### src/rtl/issue_ctrl_if.sv
// Issue-stage bus: fetch handshake in, decoder view out,
// backend back-pressure in, issue pulses out.
interface issue_ctrl_if #(
  parameter int ADDR_W = 4
);
  logic              rdy;
  logic              flush;
  logic              if_valid;
  logic [31:0]       if_inst;
  logic [31:0]       if_pc;
  logic              if_ready;
  logic [31:0]       dec_inst;
  logic [31:0]       dec_pc;
  logic              rob_full;
  logic              rs_full;
  logic              lsb_full;
  logic              issue_rob;
  logic              issue_rs;
  logic              issue_lsb;
  logic              issue_drop;
  logic [31:0]       issue_inst;
  logic [31:0]       issue_pc;
  logic [ADDR_W:0]   count;

  modport master (
    output rdy, flush,
    output if_valid, if_inst, if_pc,
    output rob_full, rs_full, lsb_full,
    input  if_ready, dec_inst, dec_pc,
    input  issue_rob, issue_rs,
    input  issue_lsb, issue_drop,
    input  issue_inst, issue_pc, count
  );

  modport slave (
    input  rdy, flush,
    input  if_valid, if_inst, if_pc,
    input  rob_full, rs_full, lsb_full,
    output if_ready, dec_inst, dec_pc,
    output issue_rob, issue_rs,
    output issue_lsb, issue_drop,
    output issue_inst, issue_pc, count
  );
endinterface

### src/rtl/issue_ctrl.sv
// Issue sequencer: instruction FIFO feeding ROB plus RS/LSB,
// one dispatch per cycle, flushed on mispredict.
module issue_ctrl #(
  parameter int DEPTH  = 16,
  parameter int ADDR_W = 4
) (
  input logic         clk,
  input logic         rst,
  issue_ctrl_if.slave bus
);

  typedef enum logic [1:0] {
    S_EMPTY,
    S_ISSUE,
    S_STALL,
    S_FLUSH
  } state_t;

  typedef enum logic [1:0] {
    R_DROP,
    R_RS,
    R_LSB
  } route_t;

  localparam logic [ADDR_W:0] FULL =
    (ADDR_W+1)'(DEPTH);

  logic [31:0]       inst_q [DEPTH];
  logic [31:0]       pc_q   [DEPTH];
  logic [ADDR_W-1:0] head;
  logic [ADDR_W-1:0] tail;
  logic [ADDR_W:0]   cnt;
  logic [ADDR_W:0]   cnt_n;
  state_t            state;
  state_t            state_n;

  logic        rob_q;
  logic        rs_q;
  logic        lsb_q;
  logic        drop_q;
  logic [31:0] iinst_q;
  logic [31:0] ipc_q;

  logic        has_head;
  logic [6:0]  op;
  logic        is_ls;
  logic        is_alu;
  route_t      route;
  logic        res_ok;
  logic        live;
  logic        enq;
  logic        pop;
  logic        stall;

  assign has_head = (cnt != '0);

  assign bus.if_ready =
    (cnt != FULL) && (state != S_FLUSH);

  assign bus.dec_inst =
    has_head ? inst_q[head] : '0;
  assign bus.dec_pc =
    has_head ? pc_q[head] : '0;

  assign op = bus.dec_inst[6:0];

  assign is_ls =
    (op == 7'b0000011) || (op == 7'b0100011);

  assign is_alu = op inside {
    7'b0110111, 7'b0010111, 7'b1101111,
    7'b1100111, 7'b1100011, 7'b0010011,
    7'b0110011
  };

  always_comb begin
    route = R_DROP;
    unique case (1'b1)
      is_ls:   route = R_LSB;
      is_alu:  route = R_RS;
      default: route = R_DROP;
    endcase
  end

  always_comb begin
    res_ok = 1'b1;
    unique case (route)
      R_LSB:
        res_ok = !bus.rob_full && !bus.lsb_full;
      R_RS:
        res_ok = !bus.rob_full && !bus.rs_full;
      default:
        res_ok = 1'b1;
    endcase
  end

  // Frozen, flushing or recovering cycles neither fill nor drain.
  assign live = bus.rdy && !bus.flush &&
                (state != S_FLUSH);
  assign enq   = live && bus.if_valid && bus.if_ready;
  assign pop   = live && has_head && res_ok;
  assign stall = live && has_head && !res_ok;

  assign cnt_n = cnt
               + (ADDR_W+1)'(enq)
               - (ADDR_W+1)'(pop);

  always_comb begin
    state_n = S_ISSUE;
    if (state == S_FLUSH)
      state_n = S_EMPTY;
    else if (cnt_n == '0)
      state_n = S_EMPTY;
    else if (stall)
      state_n = S_STALL;
  end

  always_ff @(posedge clk) begin
    if (enq) begin
      inst_q[tail] <= bus.if_inst;
      pc_q[tail]   <= bus.if_pc;
    end
  end

  always_ff @(posedge clk or posedge rst) begin
    if (rst) begin
      head    <= '0;
      tail    <= '0;
      cnt     <= '0;
      state   <= S_EMPTY;
      rob_q   <= 1'b0;
      rs_q    <= 1'b0;
      lsb_q   <= 1'b0;
      drop_q  <= 1'b0;
      iinst_q <= '0;
      ipc_q   <= '0;
    end else if (!bus.rdy) begin
      rob_q  <= 1'b0;
      rs_q   <= 1'b0;
      lsb_q  <= 1'b0;
      drop_q <= 1'b0;
    end else if (bus.flush) begin
      head   <= '0;
      tail   <= '0;
      cnt    <= '0;
      state  <= S_FLUSH;
      rob_q  <= 1'b0;
      rs_q   <= 1'b0;
      lsb_q  <= 1'b0;
      drop_q <= 1'b0;
    end else begin
      rob_q  <= pop && (route != R_DROP);
      rs_q   <= pop && (route == R_RS);
      lsb_q  <= pop && (route == R_LSB);
      drop_q <= pop && (route == R_DROP);
      if (pop) begin
        iinst_q <= bus.dec_inst;
        ipc_q   <= bus.dec_pc;
        head    <= head + 1'b1;
      end
      if (enq)
        tail <= tail + 1'b1;
      cnt   <= cnt_n;
      state <= state_n;
    end
  end

  // A pulse latched before a freeze must not leak into it.
  assign bus.issue_rob  = rob_q  && bus.rdy;
  assign bus.issue_rs   = rs_q   && bus.rdy;
  assign bus.issue_lsb  = lsb_q  && bus.rdy;
  assign bus.issue_drop = drop_q && bus.rdy;
  assign bus.issue_inst = iinst_q;
  assign bus.issue_pc   = ipc_q;
  assign bus.count      = cnt;

endmodule

### src/flat_wrapper.sv
// flat-port wrapper written by rule: the top's interface ports become plain ports
module issue_ctrl_flat 
#(
  parameter int DEPTH  = 16,
  parameter int ADDR_W = 4
)
  (clk, rst, bus_rdy, bus_flush, bus_if_valid, bus_if_inst, bus_if_pc, bus_rob_full, bus_rs_full, bus_lsb_full, bus_if_ready, bus_dec_inst, bus_dec_pc, bus_issue_rob, bus_issue_rs, bus_issue_lsb, bus_issue_drop, bus_issue_inst, bus_issue_pc, bus_count);
  issue_ctrl_if #(.ADDR_W(ADDR_W)) bus_i ();
  input logic clk;
  input logic rst;
  input wire logic [$bits(bus_i.rdy)-1:0] bus_rdy;
  input wire logic [$bits(bus_i.flush)-1:0] bus_flush;
  input wire logic [$bits(bus_i.if_valid)-1:0] bus_if_valid;
  input wire logic [$bits(bus_i.if_inst)-1:0] bus_if_inst;
  input wire logic [$bits(bus_i.if_pc)-1:0] bus_if_pc;
  input wire logic [$bits(bus_i.rob_full)-1:0] bus_rob_full;
  input wire logic [$bits(bus_i.rs_full)-1:0] bus_rs_full;
  input wire logic [$bits(bus_i.lsb_full)-1:0] bus_lsb_full;
  output wire logic [$bits(bus_i.if_ready)-1:0] bus_if_ready;
  output wire logic [$bits(bus_i.dec_inst)-1:0] bus_dec_inst;
  output wire logic [$bits(bus_i.dec_pc)-1:0] bus_dec_pc;
  output wire logic [$bits(bus_i.issue_rob)-1:0] bus_issue_rob;
  output wire logic [$bits(bus_i.issue_rs)-1:0] bus_issue_rs;
  output wire logic [$bits(bus_i.issue_lsb)-1:0] bus_issue_lsb;
  output wire logic [$bits(bus_i.issue_drop)-1:0] bus_issue_drop;
  output wire logic [$bits(bus_i.issue_inst)-1:0] bus_issue_inst;
  output wire logic [$bits(bus_i.issue_pc)-1:0] bus_issue_pc;
  output wire logic [$bits(bus_i.count)-1:0] bus_count;
  assign bus_i.rdy = bus_rdy;
  assign bus_i.flush = bus_flush;
  assign bus_i.if_valid = bus_if_valid;
  assign bus_i.if_inst = bus_if_inst;
  assign bus_i.if_pc = bus_if_pc;
  assign bus_i.rob_full = bus_rob_full;
  assign bus_i.rs_full = bus_rs_full;
  assign bus_i.lsb_full = bus_lsb_full;
  assign bus_if_ready = bus_i.if_ready;
  assign bus_dec_inst = bus_i.dec_inst;
  assign bus_dec_pc = bus_i.dec_pc;
  assign bus_issue_rob = bus_i.issue_rob;
  assign bus_issue_rs = bus_i.issue_rs;
  assign bus_issue_lsb = bus_i.issue_lsb;
  assign bus_issue_drop = bus_i.issue_drop;
  assign bus_issue_inst = bus_i.issue_inst;
  assign bus_issue_pc = bus_i.issue_pc;
  assign bus_count = bus_i.count;
  issue_ctrl #(.DEPTH(DEPTH), .ADDR_W(ADDR_W)) u_core (.clk(clk), .rst(rst), .bus(bus_i));
endmodule
### config.mk
export PLATFORM = sky130hd
export DESIGN_NAME = issue_ctrl_flat
export DESIGN_NICKNAME = d
export VERILOG_FILES = /design/src/rtl/issue_ctrl_if.sv /design/src/rtl/issue_ctrl.sv /design/src/flat_wrapper.sv
export SDC_FILE = /design/constraint.sdc
export NUM_CORES = 1
export LEC_CHECK = 0
export ABC_AREA = 1
export BUFFER_PORTS_ARGS = -buffer_cell sky130_fd_sc_hd__buf_2
export CELL_PAD_IN_SITES_DETAIL_PLACEMENT = 0
export CELL_PAD_IN_SITES_GLOBAL_PLACEMENT = 2
export CORE_MARGIN = 2
export CORE_UTILIZATION = 46
export CTS_CLUSTER_DIAMETER = 50
export DETAILED_ROUTE_END_ITERATION = 8
export GPL_TIMING_DRIVEN = 1
export PLACE_DENSITY = 0.89
export SLEW_MARGIN = 20
export SYNTH_ARGS = -nofsm -noshare
export SYNTH_HDL_FRONTEND = slang
export SYNTH_SLANG_ARGS = --single-unit
### constraint.sdc
create_clock -name clk -period 6.6 [get_ports clk]
set_input_delay 0.99 -clock clk [delete_from_list [all_inputs] [get_ports clk]]
set_output_delay 0.99 -clock clk [all_outputs]
set_load 0.02 [all_outputs]
==> out/metrics.yaml <==
timing:
  whs_ns: 0.3185
  rsz0062_at_grt: "no"
  final.min_clock_period_ns: 5.813
  min_period_over_period_pct: 88.08
  hold_viol: 0
  slew_violations: 0
  setup_tns_ns: 0
  relSlewSlack_pct: 25.95
  clock.fmax_ghz: 0.1720
  setup_viol: 0
  skew_ns: 0.02184
  setup_ws_ns: 0.7867
  tightestPinTransition_ns: 1.111
power:
  p_per_area_mw_per_mm2: 427.5
  power.total_mw: 21.73
  peakVddDrop_mv: 0.3217
  p_leak_nw: 17.77
clock_network:
  cts.reportedPaths.clkPinSlew_ns: 0.05
  htreeDepth: 4
  insertion_delay_ns: 0.73
  numCtsBuffers: 130
  root_buffer: "clkbuf_16"
  cts_resized: 0
  cts_tree: "built"
  post_cts_buffers: 0
  ctsHoldBuffers: 0
  cts_num_sinks: 1107
  clk_path_buf_depth: 3
layout:
  fin_util_pct: 53.34
  final_area_sq_mm: 0.05083
  drive_gt1_share_pct: 13.55
  final_cell_count_no_fill: 5095
  num-fill-cells: 8054
  area_delta_synth_final_pct: 14.58
  nets: 3806
route:
  drc: 0
  firstDrtPassIters: 5
  wire_per_inst_microns: 22.11
  ant_nets: 0
  drt_wl_total_microns: 112600
  drt_iter0_drc: 2798
  vias_per_cell: 5.490
  vias: 27970
grt:
  grt_max_degree: 279
  grt-ovfl-total: 0
  met1_usage_pct: 31.85
  antenna_found_initial: 18
  grt_pass1_vias: 26990
  grt_busiest_layer: "met2"
  met2_usage_pct: 36.50
  grt_pass1_wl_microns: 168800
  use_met3_pct: 4.104
  track_usage_pct: 22.77
logic_synthesis:
  ys_warn_count: 0
  syn_area_sq_mm: 0.04436
  ys.flop_type: "edfxtp_1"
  synth.distinct_cells: 35
  async_reset_ff_share_pct: 7.498
  synth_area_per_cell_sq_um: 12.44
  synth_edf_count: 1024
  syn-num-nets: 3652
  yosysSeqAreaShare_pct: 74.00
  netlist_instances: 3565
  synth-seq-cells: 1107
floorplanning:
  io_pins: 210
  die_area_sq_mm: 0.09894
  die_y_microns: 314.6
  row_count: 113
  die_w_microns: 314.6
  core-area_sq_mm: 0.09529
  initial_core_util_pct: 46.55
run_status:
  status: "completed"
placed_design:
  pre_cts_ws_ns: 1.343
  dp_cells: 4850
  gp_congestion: 0.7465
  io_buffers: 209
  dpl_cell_area_sq_mm: 0.04655
  dp_hpwl_microns: 54890
setup_path:
  cp-end-kind: "output pin"
  start_kind: "register"
  cp.required_ns: 5.61
  path_class: "reg2out"
  cp_max_fo: 278
  crit_arrival_ns: 4.82
flow_run:
  maxCapViolCount: 0
worst_hold_path:
  min_path_type: "in2async"
-- power breakdown --
part	switching (mW)	internal, mW
registers	0.235	7.92
clock network	2.84	4.14
logic	4.66	1.94
-- placed cells by master (no fill, tap or decap), drive strengths merged --
cell	synthesis	final
a22o	1	1
xor2	4	4
nand3	182	182
o221ai	11	11
bufinv	0	8
clkinv	0	34
o22ai	4	4
a21oi	10	10
clkinvlp	0	10
o211ai	223	223
dfrtp	83	83
nand4	1	1
clkbuf	125	170
inv	146	161
edfxtp	1024	1024
diode	0	6
fa	1	1
nand2	282	282
a31oi	2	2
nor3	1	1
buf	108	255
xnor2	2	2
nor3b	1	1
nand3b	1	1
ha	14	14
nor2	795	795
o21ai	544	544
-- cells in the mapped netlist (3+ instances only) --
library cell  number  area, sq um
o211ai_1         221         1659
buf_2             68        340.3
o21ai_0          479         2397
o22ai_1            4        25.02
inv_2             32        120.1
ha_1              14        175.2
buf_6              6        67.56
inv_1            112        420.4
clkbuf_1         125        469.2
nand2_2            3        18.77
nand3_1          181        905.9
nand2_1          279         1047
buf_8              3        45.04
a21oi_1            8        40.04
edfxtp_1        1024        30750
xor2_1             4        35.03
buf_1              9        33.78
dfrtp_1           83         2077
buf_4             22        165.2
o21ai_1           65        325.3
o221ai_1          11        96.34
nor2_1           793         2977
-- cell type report --
type                    instances  area, sq um  area share [%]
flip-flops and latches       1107        32840           64.61
multi-input cells            2079         9982           19.64
clock buffers                 170         3538           6.961
repair buffers                255         1614           3.175
well taps                    1265         1583           3.114
clock inverters                67        673.1           1.324
inverters                     146        581.8           1.145
diodes                          6        15.01         0.02954
-- registers in the layout (all words and copies together), names as in the netlist --
| signal | count |
|---|---|
| u_core.inst_q | 512 |
| u_core.pc_q | 512 |
| u_core.bus.issue_inst | 32 |
| u_core.bus.issue_pc | 32 |
| u_core.bus.count | 5 |
| u_core.head | 4 |
| u_core.tail | 4 |
| u_core.state | 2 |
| u_core.drop_q | 1 |
| u_core.lsb_q | 1 |
| u_core.rob_q | 1 |
| u_core.rs_q | 1 |
-- logic make-up after synthesis --
logic type                 synth area share, %
adders and majority gates               0.4400
and+or+nand+nor                          11.29
buffers and inverters                    3.774
AOI/OAI and AO/OA                        10.38
DFF                                      74.00
xor gates and xnor gates                0.1185
-- worst paths after layout --
| path | depth (start not counted) | from | slack, ns | endpoint |
|---|---|---|---|---|
| min in group clk | 2 | u_core.bus.issue_inst[17] | 0.48 | u_core.bus.issue_inst[17] |
| hold / removal | 2 | rst | 0.32 | u_core.bus.issue_inst[20] |
| setup / recovery | 12 | u_core.head[0] | 0.79 | bus_dec_inst[15] |
| hold reg to reg | 2 | u_core.bus.issue_inst[17] | 0.48 | u_core.bus.issue_inst[17] |
| max in group asynchronous | 3 | rst | 5.00 | u_core.head[2] |
| setup reg to reg | 25 | u_core.head[0] | 1.29 | u_core.state[0] |
-- critical path, cell delays in order, from the launching register on --
cell and delay (ns):
dfrtp_4 0.71, inv_16 0.70, buf_4 0.83, buf_4 0.75, nor2_1 0.09, nor2_1 0.11
o21ai_0 0.10, o211ai_1 0.12, nand3_1 0.09, nand2_1 0.22, inv_2 0.06, nor2_1 0.07
buf_2 0.17
-- metal layers --
| layer | share of wire (%) | routed length (microns) | up-vias |
|---|---|---|---|
| li1 | - | - | 13110 |
| met1 | 44 | 49760 | 13790 |
| met2 | 47 | 53120 | 856 |
| met3 | 6.3 | 7078 | 191 |
| met4 | 2.3 | 2562 | 18 |
| met5 | 0.10 | 114 | - |
(Power assumes the default switching activity.)
